==> config.mk <==
export PLATFORM = sky130hd
export DESIGN_NAME = mp_window_reorder
export DESIGN_NICKNAME = d
export VERILOG_FILES = /design/src/rtl/mp_window_reorder_pkg.sv /design/src/rtl/mp_line_buf.sv /design/src/rtl/mp_window_reorder.sv
export SDC_FILE = /design/constraint.sdc
export NUM_CORES = 1
export LEC_CHECK = 0
export CORE_ASPECT_RATIO = 0.5
export CORE_UTILIZATION = 40
export CTS_CLUSTER_DIAMETER = 80
export DETAILED_ROUTE_END_ITERATION = 16
export GPL_TIMING_DRIVEN = 0
export MAX_ROUTING_LAYER = met4
export PLACE_DENSITY = 0.62
export RECOVER_POWER = 100
export SETUP_SLACK_MARGIN = 0.2
export SYNTH_ARGS = -nofsm -noshare
export SYNTH_HDL_FRONTEND = slang
export SYNTH_SLANG_ARGS = --single-unit
==> constraint.sdc <==
create_clock -name clk -period 3.8 [get_ports clk]
set_input_delay 0.38 -clock clk [delete_from_list [all_inputs] [get_ports clk]]
set_output_delay 0.38 -clock clk [all_outputs]
set_load 0.005 [all_outputs]
==> src/rtl/mp_window_reorder_pkg.sv <==
// Shared types and helpers for the 2x2 window reorder block.
// Holds the FSM state encoding, the pixel width and the row-length clamp.
package mp_window_reorder_pkg;

    localparam int DATA_W = 8;

    typedef enum logic [2:0] {
        FILL,
        ACC0,
        ACC1,
        EM1,
        EM2,
        EM3
    } state_t;

    // Row length actually used: forced even, at least 2, at most max_w.
    function automatic int unsigned eff_len(input int unsigned row_len,
                                            input int unsigned max_w);
        int unsigned l;
        l = row_len & ~32'd1;
        if (l < 2) l = 2;
        if (l > max_w) l = max_w;
        return l;
    endfunction

endpackage

==> src/rtl/mp_line_buf.sv <==
// One-row pixel store: synchronous write, combinational read.
// Holds the even (top) row of the current row pair.
module mp_line_buf
    import mp_window_reorder_pkg::*;
#(
    parameter int MAX_W = 32,
    parameter int AW    = $clog2(MAX_W)
) (
    input  logic                     clk,
    input  logic                     wr_en,
    input  logic [AW-1:0]            wr_addr,
    input  logic signed [DATA_W-1:0] wr_data,
    input  logic [AW-1:0]            rd_addr,
    output logic signed [DATA_W-1:0] rd_data
);

    logic signed [DATA_W-1:0] mem [MAX_W];

    // NOTE: no reset on the storage array; every entry is written in FILL before it is read.
    always_ff @(posedge clk) begin
        if (wr_en) mem[wr_addr] <= wr_data;
    end

    assign rd_data = mem[rd_addr];

endmodule

==> src/rtl/mp_window_reorder.sv <==
// Reorders a row-major pixel stream into 2x2 window order for maxpooling,
// or passes it through with one register of delay in bypass mode.
module mp_window_reorder
    import mp_window_reorder_pkg::*;
#(
    parameter int MAX_W = 32,
    parameter int CW    = $clog2(MAX_W + 1)
) (
    input  logic                     clk,
    input  logic                     reset,
    input  logic signed [DATA_W-1:0] in,
    input  logic                     in_en,
    output logic                     in_ready,
    input  logic                     pool_en,
    input  logic [CW-1:0]            row_len,
    output logic signed [DATA_W-1:0] out,
    output logic                     out_en,
    output logic                     out_mp
);

    localparam int AW = $clog2(MAX_W);

    state_t                   state;
    logic [CW-1:0]            col;
    logic [CW-1:0]            len_q;
    logic [CW-1:0]            len_eff;
    logic                     pool_q;
    logic                     pool_eff;
    logic                     boundary;
    logic                     accept;
    logic signed [DATA_W-1:0] b0;
    logic signed [DATA_W-1:0] b1;
    logic signed [DATA_W-1:0] rd_data;
    logic [AW-1:0]            rd_addr;
    logic                     wr_en;

    // Row parity is implied by the state: FILL is the even row, ACC*/EM* the odd row.
    assign boundary = (state == FILL) && (col == '0);
    assign pool_eff = boundary ? pool_en : pool_q;
    assign len_eff  = boundary ? CW'(eff_len(32'(row_len), MAX_W)) : len_q;

    // NOTE: in_ready gets a default before any condition so no latch is inferred.
    always_comb begin
        in_ready = 1'b0;
        if (!reset) in_ready = !pool_eff || (state inside {FILL, ACC0, ACC1});
    end

    assign accept  = in_en && in_ready;
    assign wr_en   = accept && pool_eff && (state == FILL);
    assign rd_addr = (state == EM1) ? AW'(col + CW'(1)) : AW'(col);

    mp_line_buf #(
        .MAX_W (MAX_W),
        .AW    (AW)
    ) u_line_buf (
        .clk     (clk),
        .wr_en   (wr_en),
        .wr_addr (AW'(col)),
        .wr_data (in),
        .rd_addr (rd_addr),
        .rd_data (rd_data)
    );

    // NOTE: all state here uses non-blocking assignments so every register samples pre-edge values.
    always_ff @(posedge clk) begin
        if (reset) begin
            state  <= FILL;
            col    <= '0;
            pool_q <= 1'b0;
            len_q  <= CW'(2);
            b0     <= '0;
            b1     <= '0;
            out    <= '0;
            out_en <= 1'b0;
            out_mp <= 1'b0;
        end else begin
            out_en <= 1'b0;
            out_mp <= 1'b0;
            if (boundary) begin
                pool_q <= pool_en;
                len_q  <= len_eff;
            end
            if (!pool_eff) begin
                if (accept) out <= in;
                out_en <= accept;
            end else begin
                case (state)
                    FILL: begin
                        if (accept) begin
                            if (col == len_eff - CW'(1)) begin
                                state <= ACC0;
                                col   <= '0;
                            end else begin
                                col <= col + CW'(1);
                            end
                        end
                    end
                    ACC0: begin
                        if (accept) begin
                            b0    <= in;
                            state <= ACC1;
                        end
                    end
                    ACC1: begin
                        if (accept) begin
                            b1     <= in;
                            out    <= rd_data;
                            out_en <= 1'b1;
                            out_mp <= 1'b1;
                            state  <= EM1;
                        end
                    end
                    EM1: begin
                        out    <= rd_data;
                        out_en <= 1'b1;
                        out_mp <= 1'b1;
                        state  <= EM2;
                    end
                    EM2: begin
                        out    <= b0;
                        out_en <= 1'b1;
                        out_mp <= 1'b1;
                        state  <= EM3;
                    end
                    EM3: begin
                        out    <= b1;
                        out_en <= 1'b1;
                        out_mp <= 1'b1;
                        if (col + CW'(2) == len_eff) begin
                            state <= FILL;
                            col   <= '0;
                        end else begin
                            state <= ACC0;
                            col   <= col + CW'(2);
                        end
                    end
                    default: begin
                        state <= FILL;
                        col   <= '0;
                    end
                endcase
            end
        end
    end

endmodule

==> metrics.md <==
| Metric | Value |
|---|---|
| Worst EP required | ~4.3 ns |
| Syn. warnings | 0 |
| H-tree levels | 1 |
| Antenna violations before repair | 0 |
| Final hold vios | 0 |
| Final non-filler cell total | between 1000 and 1500 |
| # setup viols final | 0 |
| Antenna diodes | 0 |
| Post-Place Worst Slack | -0.491 ns |
| Vias | 7822 |
| Pre-antenna DRT Iters | 5 |
| Crit Path Category | reg -> reg |
| Average wire per standard cell | 22.8 µm |
| Int Pwr | between 5 and 6 mW |
| First-pass GRT wire length | 47100 µm |
| Most frequent cells in the layout | edfxtp_1, mux4_2, nand2_1, nor2_1 |
| Die area | ~33000 µm² |
| Hold buffers post-CTS | 0 |
| Root buffer cell | clkbuf_16 |
| CORE AREA | about 32000 µm² |
| Placed cell area | between 10000 and 15000 µm² |
| Initial Util | 0.407 |
| Hold Path Class | reg -> reg |
| Final Skew | 0.0100 ns |
| #FFs+latches synth | between 200 and 300 |
| Vias in the first global route | 7641 |
| Die extent in y | 129 µm |
| Vias per cell | around 5.7 |
| CTS max path bufs | 3 |
| Slew Viols, Final | 259 |
| CTS tree | built |
| CP Cell Sequence | buf_4 -> inv_1 -> ha_4 -> mux2i_4 -> buf_2 -> clkbuf_2 -> mux4_2 -> nand2_1 -> a311oi_1 -> a31oi_1 -> o22ai_1 |
| Syn Inst Count | around 850 |
| Power Dens Cells | roughly 470 nW/µm² |
| Psw | around 1.6 mW |
| Clock Latency Late Sink | between 0.5 and 0.6 ns |
| Detailed Place HPWL | between 20000 and 25000 µm |
| Fmax | approximately 0.29 GHz |
| CP bufs+invs | 4 |
| Worst setup margin | 0.310 ns |
| Seq pwr share | 0.515 |
| Leak | about 4.8 nW |
| PortBufs | 27 |
| Filler instances | about 2700 |
| Routability-driven placement congestion ratio | a little over 0.9 |
| Final Cycle Share | 0.919 |
| Most common cell after layout, fill and taps aside | edfxtp_1 |
| Area grow syn2layout | 15.2% |
| CP max FO | 10 |
| Worst vdd ir | around 0.00027 V |
| WP data arrival | between 3 and 4 ns |
| Status | finished, violations left |
| Final instance area | 14800 µm² |
| Failing checks | max-capacitance violations, max-slew violations |
| Starting DRT DRC Count | between 700 and 800 |
| Max-cap violations | 7 |
| Crit-path leading delay family | buffers and inverters |
| CP max stage delay | around 0.66 ns |
| Row count | 46 |
| Synth cell types | 70 |
| Worst slew pin tran | between 1.5 and 2 ns |
| CTS buffer count | 28 |
| # clock sinks | around 300 |
| All-Layer GR Usage | 0.196 |
| Total grt overflow | 0 |
| Cells after DPL | between 1000 and 1500 |
| Combinational power share | 0.086 |
| Synth Net Count | 876 |
| Synth Flop Type | edfxtp_1 |
| Post-layout minimum cycle time | roughly 3.5 ns |
| Die X-Extent | 256 µm |
| Ports | 29 |
| Relative slew slack | -0.249 |
| Proportion of layout cells with a drive suffix above 1 | 0.214 |
| Pin count of the biggest net entering global routing | 37 |
| Slowest stage cell, crit path | a311oi_1 |
| Switching share of power | 0.230 |
| Unrepaired setup endpoints after global routing | false |
| Mapped cell area | 12900 µm² |
| Clock Power Share | 0.399 |
| # nets final | 942 |
| Final core area utilization | 0.468 |
| Syn_area_per_cell | 15.1 µm² |
| EDFF count, synth | between 200 and 300 |
| # DRC | 0 |
| Async S/R FF share, synth | 0 |
| Post-route ant nets | 0 |
| Sequential share of the synthesized area | 0.662 |
| CP endpoint kind | flip-flop |
| Worst-path clk slew | approximately 0.07 ns |
| Worst setup SP type | flip-flop |
| Routed wire length | between 30000 and 40000 µm |
==> power groups by stage <==
stage	logic [mW]	registers (mW)	clock network (mW)
floorplan	0.350	3.66	0
global placement	0.557	3.66	0
detailed placement	0.567	3.67	0
CTS	0.591	3.59	2.82
global route	0.641	3.60	2.96
finish	0.601	3.59	2.79
==> final cells by class <==
type / instances / area (µm²) / area share
Multi-Input combinational cell: 491 / 4220 / 0.285
Tap cell: 432 / 541 / 0.0365
Inverter: 9 / 36.3 / 0.00245
Clock buffer: 35 / 727 / 0.0490
Buffer: 54 / 279 / 0.0188
Sequential cell: 298 / 8530 / 0.575
Clock inverter: 17 / 190 / 0.0128
Timing Repair Buffer: 36 / 307 / 0.0207
==> cell families after synthesis <==
family,count (synthesis),synth area share
DFF,298,0.662
and+or+nand+nor,224,0.0829
AOI/OAI and AO/OA,140,0.0760
muxes,105,0.138
buffers and inverters,63,0.0227
xor gates and xnor gates,16,0.0123
adders and majority gates,6,0.00583
==> worst register-to-register path, stage by stage (launching register included) <==
cell and delay [ns]:
dfxtp_1 0.40, buf_4 0.23, inv_1 0.12, ha_4 0.25, mux2i_4 0.40, buf_2 0.38, clkbuf_2 0.35, mux4_2 0.26
nand2_1 0.06, a311oi_1 0.66, a31oi_1 0.14, o22ai_1 0.15
==> cell usage after synthesis, types with 9 or more instances <==
cell      count  area [µm²]
o21ai_0      35         175
dfxtp_1      42         841
nor2b_1      19         119
nor3_1       16        80.1
clkbuf_1     27         101
nand3_1      18        90.1
edfxtp_1    256        7690
a21oi_1      15        75.1
buf_2        15        75.1
nand2b_1      9        56.3
nor2_1       78         293
mux2i_1      44         440
nand2_1      57         214
a211oi_1     11        82.6
xnor2_1      10        87.6
mux4_2       57        1280
a31oi_1      12        75.1
==> timing repair <==
item,4_1_cts,5_1_grt
hold endpoints to repair,0,0
pin swaps,1,1
setup endpoints to repair,271,265
setup buffers,0,9
resized for setup,80,20
==> worst paths after layout <==
| path | depth (start not counted) | slack (ns) | to | from |
|---|---|---|---|---|
| worst max-delay path | 11 | 0.31 | out[4]$_SDFFE_PP0P_ | col[1]$_SDFFE_PP0P_ |
| worst min-delay path | 2 | 0.49 | b0[7]$_SDFFE_PP0P_ | b0[7]$_SDFFE_PP0P_ |
| worst min register to register | 2 | 0.49 | b0[7]$_SDFFE_PP0P_ | b0[7]$_SDFFE_PP0P_ |
| worst max register to register | 11 | 0.31 | out[4]$_SDFFE_PP0P_ | col[1]$_SDFFE_PP0P_ |
==> state kept, by name (all words and copies together), names as in the netlist <==
signal and count:
u_line_buf.mem 256, len_q 6, out_en 1, b0 8, pool_q 1, col 6, out_mp 1, state 3
out 8, b1 8
==> routing by layer <==
layer / global-route usage / routed length, µm / vias to the layer above
li1: - / - / 3477
met2: 0.306 / 14600 / 258
met3: 0.0303 / 1930 / 37
met4: 0.0405 / 531 / 0
met1: 0.273 / 14300 / 4050
met5: - / 0 / -
==> per-stage QoR <==
| stage | power [mW] | TNS (ns) | hold slack [ns] |
|---|---|---|---|
| after CTS | 7.01 | 0 | 0.463 |
| after global routing | 7.19 | 0 | 0.523 |
| after detailed placement | 4.23 | -13.80 | 0.479 |
| final | 6.98 | 0 | 0.494 |
| after global placement | 4.22 | -18.40 | 0.471 |
| after floorplan | 4.01 | 0 | 0.460 |
Note: power is estimated with default switching activity, not from simulation.
